$ cat config.mk
export PLATFORM = sky130hd
export DESIGN_NAME = fetch_unit
export DESIGN_NICKNAME = d
export VERILOG_FILES = /design/src/rtl/fetch_unit.sv
export SDC_FILE = /design/constraint.sdc
export NUM_CORES = 1
export LEC_CHECK = 0
export BUFFER_PORTS_ARGS = -buffer_cell sky130_fd_sc_hd__buf_2
export CAP_MARGIN = 40
export CORE_UTILIZATION = 54
export DETAILED_ROUTE_END_ITERATION = 10
export PLACE_DENSITY = 0.8
export SYNTH_ARGS = -nofsm -noshare
export SYNTH_HDL_FRONTEND = slang
export SYNTH_SLANG_ARGS = --single-unit
$ cat constraint.sdc
create_clock -name clock -period 2.7 [get_ports clock]
set_input_delay 0.135 -clock clock [delete_from_list [all_inputs] [get_ports clock]]
set_output_delay 0.135 -clock clock [all_outputs]
set_load 0.005 [all_outputs]
$ cat src/rtl/fetch_unit.sv
// fetch_unit: instruction fetch sequencer.
// Reads opcode (and optional immediate) bytes from program memory over a
// req/ack handshake and presents assembled instructions to the decoder over
// valid/ready. Fetch stops permanently once a halt (opcode 0) is accepted.
// Optional feature: define FETCH_TRACE_EN to print each accepted instruction
// in simulation; with it undefined no trace logic is compiled.
module fetch_unit #(
    parameter int unsigned       w          = 8,
    parameter int unsigned       op_w       = 3,
    parameter int unsigned       addr_w     = 8,
    parameter logic [addr_w-1:0] reset_addr = '0
) (
    input  logic                clock,
    input  logic                reset_n,
    output logic                mem_req,
    output logic [addr_w-1:0]   mem_addr,
    input  logic                mem_ack,
    input  logic [w-1:0]        mem_data,
    output logic                inst_valid,
    input  logic                inst_ready,
    output logic [op_w-1:0]     op,
    output logic [w-op_w-1:0]   arg,
    output logic [w-1:0]        imm,
    output logic [addr_w-1:0]   inst_pc,
    output logic                halted
);

    typedef enum logic [1:0] {
        S_FETCH_OP  = 2'd0,
        S_FETCH_IMM = 2'd1,
        S_ISSUE     = 2'd2,
        S_HALTED    = 2'd3
    } state_t;

    // set, addv and subv carry an immediate byte
    function automatic logic two_byte(input logic [op_w-1:0] o);
        return (o == op_w'(2)) || (o == op_w'(5)) || (o == op_w'(7));
    endfunction

    state_t              state_q, state_d;
    logic [addr_w-1:0]   pc_q, pc_d;
    logic                req_q, req_d;
    logic [addr_w-1:0]   addr_q, addr_d;
    logic                valid_q, valid_d;
    logic [op_w-1:0]     op_q, op_d;
    logic [w-op_w-1:0]   arg_q, arg_d;
    logic [w-1:0]        imm_q, imm_d;
    logic [addr_w-1:0]   ipc_q, ipc_d;
    logic                halted_q, halted_d;

    logic [addr_w-1:0]   pc_inc;
    logic [op_w-1:0]     fetched_op;
    logic                mem_done;

    assign pc_inc     = pc_q + addr_w'(1);   // wraps modulo 2^addr_w
    assign fetched_op = mem_data[w-1:w-op_w];
    assign mem_done   = req_q && mem_ack;    // ack only counts while requesting

    // Next-state and registered-output logic.
    always_comb begin
        state_d  = state_q;
        pc_d     = pc_q;
        req_d    = req_q;
        addr_d   = addr_q;
        valid_d  = valid_q;
        op_d     = op_q;
        arg_d    = arg_q;
        imm_d    = imm_q;
        ipc_d    = ipc_q;
        halted_d = halted_q;
        unique case (state_q)
            S_FETCH_OP: begin
                if (mem_done) begin
                    op_d  = fetched_op;
                    arg_d = mem_data[w-op_w-1:0];
                    ipc_d = pc_q;
                    pc_d  = pc_inc;
                    if (two_byte(fetched_op)) begin
                        // keep requesting; address moves to the immediate byte
                        state_d = S_FETCH_IMM;
                        req_d   = 1'b1;
                        addr_d  = pc_inc;
                    end else begin
                        state_d = S_ISSUE;
                        imm_d   = '0;
                        req_d   = 1'b0;
                        valid_d = 1'b1;
                    end
                end else begin
                    // covers the first cycle after reset, when req is still low
                    req_d  = 1'b1;
                    addr_d = pc_q;
                end
            end
            S_FETCH_IMM: begin
                if (mem_done) begin
                    imm_d   = mem_data;
                    pc_d    = pc_inc;
                    req_d   = 1'b0;
                    valid_d = 1'b1;
                    state_d = S_ISSUE;
                end
            end
            S_ISSUE: begin
                if (valid_q && inst_ready) begin
                    valid_d = 1'b0;
                    if (op_q == '0) begin
                        state_d  = S_HALTED;
                        halted_d = 1'b1;
                    end else begin
                        state_d = S_FETCH_OP;
                        req_d   = 1'b1;
                        addr_d  = pc_q;
                    end
                end
            end
            S_HALTED: begin
                req_d   = 1'b0;
                valid_d = 1'b0;
            end
            default: state_d = S_HALTED;
        endcase
    end

    // State and output registers; reset abandons any in-flight read.
    always_ff @(posedge clock or negedge reset_n) begin
        if (!reset_n) begin
            state_q  <= S_FETCH_OP;
            pc_q     <= reset_addr;
            req_q    <= 1'b0;
            addr_q   <= reset_addr;
            valid_q  <= 1'b0;
            op_q     <= '0;
            arg_q    <= '0;
            imm_q    <= '0;
            ipc_q    <= '0;
            halted_q <= 1'b0;
        end else begin
            state_q  <= state_d;
            pc_q     <= pc_d;
            req_q    <= req_d;
            addr_q   <= addr_d;
            valid_q  <= valid_d;
            op_q     <= op_d;
            arg_q    <= arg_d;
            imm_q    <= imm_d;
            ipc_q    <= ipc_d;
            halted_q <= halted_d;
        end
    end

    assign mem_req    = req_q;
    assign mem_addr   = addr_q;
    assign inst_valid = valid_q;
    assign op         = op_q;
    assign arg        = arg_q;
    assign imm        = imm_q;
    assign inst_pc    = ipc_q;
    assign halted     = halted_q;

`ifdef FETCH_TRACE_EN
    // Simulation trace of every accepted instruction.
    always @(posedge clock) begin
        if (reset_n && valid_q && inst_ready)
            $display("fetch %h: op=%0d arg=%h imm=%h", ipc_q, op_q, arg_q, imm_q);
    end
`endif

endmodule
==> reports/results.tsv, run 1 <==
stage	metric	value	unit
outcome	status	complete, no violations	
placed_design	PortBufs	46	
routing	WL met1	1650	µm
sta	setup tns final	0	ns
placed_design	Placement Setup Slack	0.642	ns
clocking	Longest Clk Path Bufs	2	
routing	Post-Route WL	3700	µm
global_routing	pin count of the biggest net entering global routing	28	
routing	Met3 Wirelength	220	µm
floorplanning	die area	4080	µm²
worst_setup_path	Reg2Reg Capture Point	mem_addr[2]$_DFFE_PN0P_	
routing	WL met2	1770	µm
yosys	Post-Syn Area	2070	µm²
final_layout	FILL cells	287	
worst_setup_path	Setup crit start	state_q[0]$_DFFE_PN0P_	
min_path	hold crit path type	in2reg	
worst_setup_path	Largest stage delay, worst path	0.42	ns
yosys	top cell type's share of synthesized area	54.4	%
sta	fmax	485	MHz
yosys	Syn Area/Cell	11.7	µm²
sta	setup ws final	0.638	ns
global_routing	Overflow after GRT	0	
yosys	top post-synthesis cells by count	dfrtp_1 (45), mux2_2 (24), nand2_1 (24)	
worst_setup_path	CP Cell Sequence	inv_1, ha_1, nand3_4, o221ai_4, mux2_2	
worst_setup_path	critical path arrival	2.25	ns
yosys	sequential area share after synthesis	54.4	%
clocking	Sink Count	45	
yosys	cell with the most instances after synthesis	dfrtp_1	
yosys	synthesized net count	194	
power	switching power	0.230	mW
sta	count of final hold-check violations	0	
clocking	CTS H-Tree Depth	2	
worst_setup_path	Worst EP required	2.88	ns
power	Comb power frac	3.2	%
yosys	Synth area leaders	dfrtp_1 (54%), mux2_2 (13%), o21ai_0 (4.8%), nand2_1 (4.4%), xnor2_1 (3.4%)	
floorplanning	initial core utilization	56.5	%
worst_setup_path	number of cells on the critical path	5	
floorplanning	Core Rows	22	
min_path	HP Start	mem_data[4]	
power	Power Density	444	nW/µm²
final_layout	Synth-to-Final Area Change	18.3	%
power	Max VDD drop	283	µV
sta	unrepaired setup endpoints after global routing	no	
final_layout	layout cell share with drive strength beyond 1	37.0	%
power	Internal Power	0.856	mW
placed_design	hpwl dp	2770	µm
power	Clock power frac	34.8	%
floorplanning	Top-Level Pins	47	
yosys	synthesized flop and latch total	45	
worst_setup_path	CP top delay family	compound AO/OA/AOI/OAI gates	
global_routing	Tot GR Track Use	20.7	%
clocking	CTS tree	yes	
clocking	CTS root buf	clkbuf_8	
sta	min cycle time layout	2.06	ns
routing	max layer used	met4	
run	MaxCap Viol Count	0	
worst_setup_path	CP max-delay cell	o221ai_4	
power	Sw Share	21.2	%
sta	count of final setup violators	0	
global_routing	vias in the first global route	1419	
yosys	Yosys Warn Count	0	
sta	period utilisation layout	76.4	%
floorplanning	Die Ht	63.9	µm
worst_setup_path	CP max FO	18	
worst_setup_path	Reg2Reg Setup Slack	0.64	ns
global_routing	initial antenna violation count	0	
placed_design	GPL Wtd Cong	0.813	
routing	via count	1486	
routing	Vias/cell	5.40	
routing	# DRC	0	
yosys	Post-synth EDFFs	0	
routing	per-cell routed wire length	13.4	µm
power	Flop pwr share	62.0	%
floorplanning	Core Area	3660	µm²
floorplanning	Horiz. Die Dim	63.9	µm
routing	starting DRC count in detailed routing	60	
final_layout	Final #Nets	245	
clocking	clock transition at the registers of the reported paths	0.08	ns
worst_setup_path	RR Startpoint	state_q[0]$_DFFE_PN0P_	
placed_design	placed inst area	2360	µm²
worst_setup_path	WP buf/inv	1	
yosys	post-synthesis async set-or-reset flop share	100	%
sta	Slew Viols, Final	0	
worst_setup_path	startpoint types	flop	
yosys	Distinct cells, synth	31	
final_layout	ant diodes	0	
routing	Detailed Routing Iterations Pass 1	4	
worst_setup_path	crit path to	mem_addr[2]$_DFFE_PN0P_	
final_layout	fin area	2450	µm²
yosys	ys flop type	dfrtp_1	
worst_setup_path	endpoint class of the critical path	flop	
yosys	area leader, netlist	dfrtp_1	
yosys	Synth Instances	177	
sta	clock skew	0.00563	ns
sta	Max-slew headroom	70.0	%
power	leakage power	1.35	nW
worst_setup_path	Reg2Reg Depth	5	
clocking	Num CTS Buffers	5	
clocking	cts repair resizes	0	
global_routing	global-route wire length before repair	6380	µm
sta	Slew @ Worst Pin	0.445	ns
clocking	Clock Latency Late Sink	0.30	ns
worst_setup_path	critical path class	reg2reg	
routing	DRT antenna net count	0	
[flip-flops by register name, summed over array words and instances (netlist names)]
register    count
imm             8
inst_pc         8
mem_addr        8
pc_q            8
arg             5
op              3
state_q         2
halted          1
inst_valid      1
mem_req         1
[metrics by stage]
stage               util (%)  cells  total power [mW]  hold WS [ns]
global placement        64.0    267             0.718         0.341
global route            66.8    275              1.14        0.0859
detailed placement      64.6    268             0.722        0.0979
finish                  66.8    275              1.09        0.0824
CTS                     66.8    275              1.10        0.0761
floorplan                  -    177             0.693        -0.161
[worst min-delay path, cell delays in order]
cell and delay, ns:
buf_2 0.10, nand2_1 0.04, o21ai_0 0.06
[power groups by stage]
stage               Combinational [mW]  Sequential (mW)  Clock [mW]
finish                          0.0352            0.673       0.378
global route                    0.0405            0.673       0.423
CTS                             0.0363            0.673       0.390
detailed placement              0.0349            0.687           0
global placement                0.0311            0.687           0
floorplan                      0.00608            0.687           0
[repair_timing]
| action | 4_1_cts | 5_1_grt |
|---|---|---|
| endpoints found under the setup margin | 0 | 0 |
| endpoints found under the hold margin | 18 | 0 |
| hold buffers | 1 | 0 |
| buffers inserted | 0 | 0 |
[area by class of cell]
cell class / count / area (µm²) / area share (%)
Clock buffer: 5 / 68.8 / 2.81
Clock inverter: 1 / 5.00 / 0.204
Inverter: 5 / 18.8 / 0.767
Multi-Input combinational cell: 122 / 901 / 36.8
Sequential cell: 45 / 1130 / 46.0
Tap cell: 48 / 60.1 / 2.45
Timing Repair Buffer: 49 / 268 / 10.9
[worst min-delay path by stage]
stage                                   endpoint  slack [ns]  cells past startpoint
after global routing          imm[1]$_DFFE_PN0P_        0.09                      3
after detailed placement  inst_pc[2]$_DFFE_PN0P_         0.1                      1
after floorplan               arg[0]$_DFFE_PN0P_       -0.16                      0
after CTS                     imm[4]$_DFFE_PN0P_        0.08                      3
final                         imm[4]$_DFFE_PN0P_        0.08                      3
after global placement    inst_pc[2]$_DFFE_PN0P_        0.34                      1
[cell families after synthesis]
logic type | synth area share (%)
flip-flops | 54.4
adder cells (fa/ha/maj) | 3.02
buffers and inverters | 2.06
XOR/XNOR | 5.93
AND/OR/NAND/NOR | 11.7
AO/OA/AOI/OAI | 9.31
multiplexers | 13.5
[routing by layer]
| layer | vias to the layer above | track usage, % |
|---|---|---|
| met5 | - | 0 |
| met4 | 0 | 8.81 |
| met3 | 6 | 6.07 |
| met2 | 54 | 33.1 |
| met1 | 707 | 26.0 |
| li1 | 719 | - |
[cell usage in the layout (no fill, tap or decap), types with 2 or more instances in the layout]
master,instances
a21oi_1,2
a31oi_1,2
buf_2,46
clkbuf_8,5
dfrtp_1,45
ha_1,5
inv_1,5
mux2_2,24
nand2_1,24
nand3_1,3
nand3b_1,2
nor2_1,4
nor3_1,7
o21ai_0,20
xnor2_1,8
xor2_1,6
Note: power is estimated with default switching activity, not from simulation.
==> run 2: changes to the inputs <==
--- a/config.mk
+++ b/config.mk
@@ -7,9 +7,9 @@
 export LEC_CHECK = 0
 export BUFFER_PORTS_ARGS = -buffer_cell sky130_fd_sc_hd__buf_2
 export CAP_MARGIN = 40
-export CORE_UTILIZATION = 54
+export CORE_UTILIZATION = 53
 export DETAILED_ROUTE_END_ITERATION = 10
-export PLACE_DENSITY = 0.8
+export PLACE_DENSITY = 0.79
 export SYNTH_ARGS = -nofsm -noshare
 export SYNTH_HDL_FRONTEND = slang
 export SYNTH_SLANG_ARGS = --single-unit
==> constraint.sdc (replaced) <==
create_clock -name clock -period 2.05 [get_ports clock]
set_input_delay 0.1025 -clock clock [delete_from_list [all_inputs] [get_ports clock]]
set_output_delay 0.1025 -clock clock [all_outputs]
set_load 0.005 [all_outputs]
==> run 2 against run 1 <==
Effect of this change:
- register-to-register slack got worse by 0.45 ns
- sequential share of layout area fell by 0.83 points
- critical path depth rose by 1
- final area rose by 1.8%
- global-route usage rose by 0.79 points
- critical path type unchanged
- clock skew rose by 0.0017 ns
- first-iteration DRC count fell by 15%
- via count rose by 2.8%
- count of clock-buffer cells in the layout rose by 2
- largest cell class unchanged
- non-clock buffer count rose by 4
- routed wire length rose by 10%
- power rose by 40%
==> reports/results.tsv, run 2 (synthesis gave the netlist of run 1 again) <==
stage	metric	value	unit	change
clocking	CTS root buf	clkbuf_8		unchanged
clocking	CTS H-Tree Depth	2		unchanged
placed_design	PortBufs	46		unchanged
clocking	Num CTS Buffers	5		unchanged
global_routing	pin count of the biggest net entering global routing	46		was 28
routing	per-cell routed wire length	14.5	µm	was 13.4 µm
floorplanning	die area	4160	µm²	was 4080 µm²
placed_design	hpwl dp	2850	µm	was 2770 µm
power	Power Total	1.52	mW	was 1.09 mW
worst_setup_path	Largest stage delay, worst path	0.38	ns	was 0.42 ns
worst_setup_path	CP Cell Sequence	inv_1, ha_1, nand3b_1, nor3_1, xor2_1, mux2_2		was inv_1, ha_1, nand3_4, o221ai_4, mux2_2
worst_setup_path	Reg2Reg Depth	6		was 5
power	Internal Power	1.21	mW	was 0.856 mW
worst_setup_path	CP max FO	9		was 18
worst_setup_path	critical path arrival	2.04	ns	was 2.25 ns
sta	Slew @ Worst Pin	0.543	ns	was 0.445 ns
sta	count of final setup violators	0		unchanged
sta	count of final hold-check violations	0		unchanged
sta	clock skew	0.00735	ns	was 0.00563 ns
clocking	Sink Count	45		unchanged
power	Comb power frac	2.9	%	was 3.2%
sta	Slew Viols, Final	0		unchanged
final_layout	area occupied by multi-input gates	901	µm²	unchanged
clocking	cts repair resizes	0		unchanged
min_path	Hold Crit Endpoint	imm[4]$_DFFE_PN0P_		unchanged
worst_setup_path	Reg2Reg Setup Slack	0.19	ns	was 0.64 ns
worst_setup_path	critical path class	reg2reg		unchanged
worst_setup_path	Worst EP required	2.24	ns	was 2.88 ns
global_routing	global-route wire length before repair	6700	µm	was 6380 µm
final_layout	Synth-to-Final Area Change	20.4	%	was 18.3%
final_layout	Final #Nets	249		was 245
sta	fmax	538	MHz	was 485 MHz
floorplanning	Core Rows	22		unchanged
final_layout	most common cell after layout, fill and taps aside	buf_2		unchanged
routing	starting DRC count in detailed routing	51		was 60
worst_setup_path	WP buf/inv	1		unchanged
power	Max VDD drop	511	µV	was 283 µV
worst_setup_path	Setup crit start	state_q[0]$_DFFE_PN0P_		unchanged
sta	Max-slew headroom	63.8	%	was 70.0%
global_routing	vias in the first global route	1501		was 1,419
global_routing	Overflow after GRT	0		unchanged
power	Flop pwr share	58.2	%	was 62.0%
final_layout	FILL cells	301		was 287
final_layout	FF/Latch Area	1130	µm²	unchanged
power	switching power	0.318	mW	was 0.230 mW
outcome	status	complete, no violations		unchanged
final_layout	ant diodes	0		unchanged
sta	period utilisation layout	90.6	%	was 76.4%
floorplanning	Core Area	3720	µm²	was 3660 µm²
power	Sw Share	20.9	%	was 21.2%
final_layout	layout cell share with drive strength beyond 1	38.6	%	was 37.0%
worst_setup_path	RR Startpoint	state_q[0]$_DFFE_PN0P_		unchanged
routing	# DRC	0		unchanged
floorplanning	initial core utilization	55.7	%	was 56.5%
power	leakage power	1.38	nW	was 1.35 nW
routing	Detailed Routing Iterations Pass 1	4		unchanged
sta	min cycle time layout	1.86	ns	was 2.06 ns
worst_setup_path	CP top delay family	simple AND/OR/NAND/NOR gates		was compound AO/OA/AOI/OAI gates
floorplanning	Die Ht	64.5	µm	was 63.9 µm
clocking	Clock Latency Late Sink	0.29	ns	was 0.30 ns
power	Power Density	611	nW/µm²	was 444 nW/µm²
global_routing	Tot GR Track Use	21.5	%	was 20.7%
clocking	clock transition at the registers of the reported paths	0.08	ns	about the same
floorplanning	Top-Level Pins	47		unchanged
final_layout	commonest cells after routing, fill and taps aside	buf_2 (46), dfrtp_1 (45), mux2_2 (24), nand2_1 (24), o21ai_0 (20)		unchanged
sta	unrepaired setup endpoints after global routing	no		unchanged
min_path	hold crit path type	in2reg		unchanged
placed_design	GPL Wtd Cong	0.845		was 0.813
routing	DRT antenna net count	0		unchanged
worst_setup_path	Reg2Reg Capture Point	mem_addr[7]$_DFFE_PN0P_		was mem_addr[2]$_DFFE_PN0P_
routing	via count	1527		was 1,486
routing	Post-Route WL	4080	µm	was 3700 µm
worst_setup_path	endpoint class of the critical path	flop		unchanged
power	Clock power frac	38.9	%	was 34.8%
global_routing	initial antenna violation count	0		unchanged
routing	Vias/cell	5.43		was 5.40
clocking	CTS tree	yes		unchanged
worst_setup_path	startpoint types	flop		unchanged
clocking	Longest Clk Path Bufs	2		unchanged
worst_setup_path	CP max-delay cell	dfrtp_1		was o221ai_4
min_path	hold path depth	3		unchanged
min_path	HP Start	mem_data[4]		unchanged
sta	setup tns final	0	ns	unchanged
floorplanning	Horiz. Die Dim	64.5	µm	was 63.9 µm
run	MaxCap Viol Count	0		unchanged
## run 2: worst max-delay path by stage
stage                                   end  slack, ns  cells past startpoint
floorplan           mem_addr[0]$_DFFE_PN0P_       0.33                      5
global placement     state_q[1]$_DFFE_PN0P_       0.26                      6
detailed placement  mem_addr[7]$_DFFE_PN0P_       0.13                      6
CTS                 mem_addr[7]$_DFFE_PN0P_       0.13                      6
global route         state_q[1]$_DFFE_PN0P_       0.03                      6
finish              mem_addr[7]$_DFFE_PN0P_       0.19                      6
## run 2: per-stage QoR
stage / std cells / setup WS [ns] / area (µm²) / hold slack (ns) / utilization, %
finish: 281 / 0.192 / 2490 / 0.0539 / 67.1
global route: 281 / 0.0278 / 2490 / 0.0522 / 67.1
CTS: 279 / 0.132 / 2480 / 0.0434 / 66.7
detailed placement: 270 / 0.127 / 2370 / 0.214 / 63.7
global placement: 270 / 0.260 / 2370 / 0.216 / 63.7
floorplan: 177 / 0.330 / 2070 / -0.193 / -
## run 2: cell type report
type | count | share of cell area, %
flip-flops and latches | 45 | 45.2
multi-input cells | 122 | 36.1
repair buffers | 53 | 11.4
clock buffers | 7 | 3.87
well taps | 48 | 2.41
inverters | 5 | 0.753
clock inverters | 1 | 0.201
## run 2: what timing repair did
item / in CTS / in global routing
setup buffers: 0 / 2
hold buffers: 1 / 0
setup endpoints to repair: 0 / 2
endpoints found under the hold margin: 45 / 0
## run 2: worst reg2reg max path: cells and delay by family (launching register included)
| family | cells | cell delay (ns) |
|---|---|---|
| simple gates | 2 | 0.61 |
| flops | 1 | 0.38 |
| fa+ha+maj | 1 | 0.32 |
| mux | 1 | 0.26 |
| xor+xnor | 1 | 0.10 |
| buf+inv | 1 | 0.08 |
## run 2: layer usage
| metal | wire length, µm | up-vias | track usage [%] |
|---|---|---|---|
| li1 | - | 720 | - |
| met2 | 2080 | 47 | 37.8 |
| met1 | 1760 | 754 | 24.8 |
| met5 | 0 | - | 0 |
| met3 | 195 | 6 | 5.63 |
| met4 | 44 | 0 | 8.33 |
## run 2: power by group through the flow
stage / clock network [mW] / registers (mW) / logic (mW)
2_1_floorplan: 0 / 0.905 / 0.00800
3_3_place_gp: 0 / 0.904 / 0.0433
3_5_place_dp: 0 / 0.904 / 0.0437
4_1_cts: 0.608 / 0.887 / 0.0457
5_1_grt: 0.636 / 0.887 / 0.0507
6_report: 0.593 / 0.887 / 0.0437
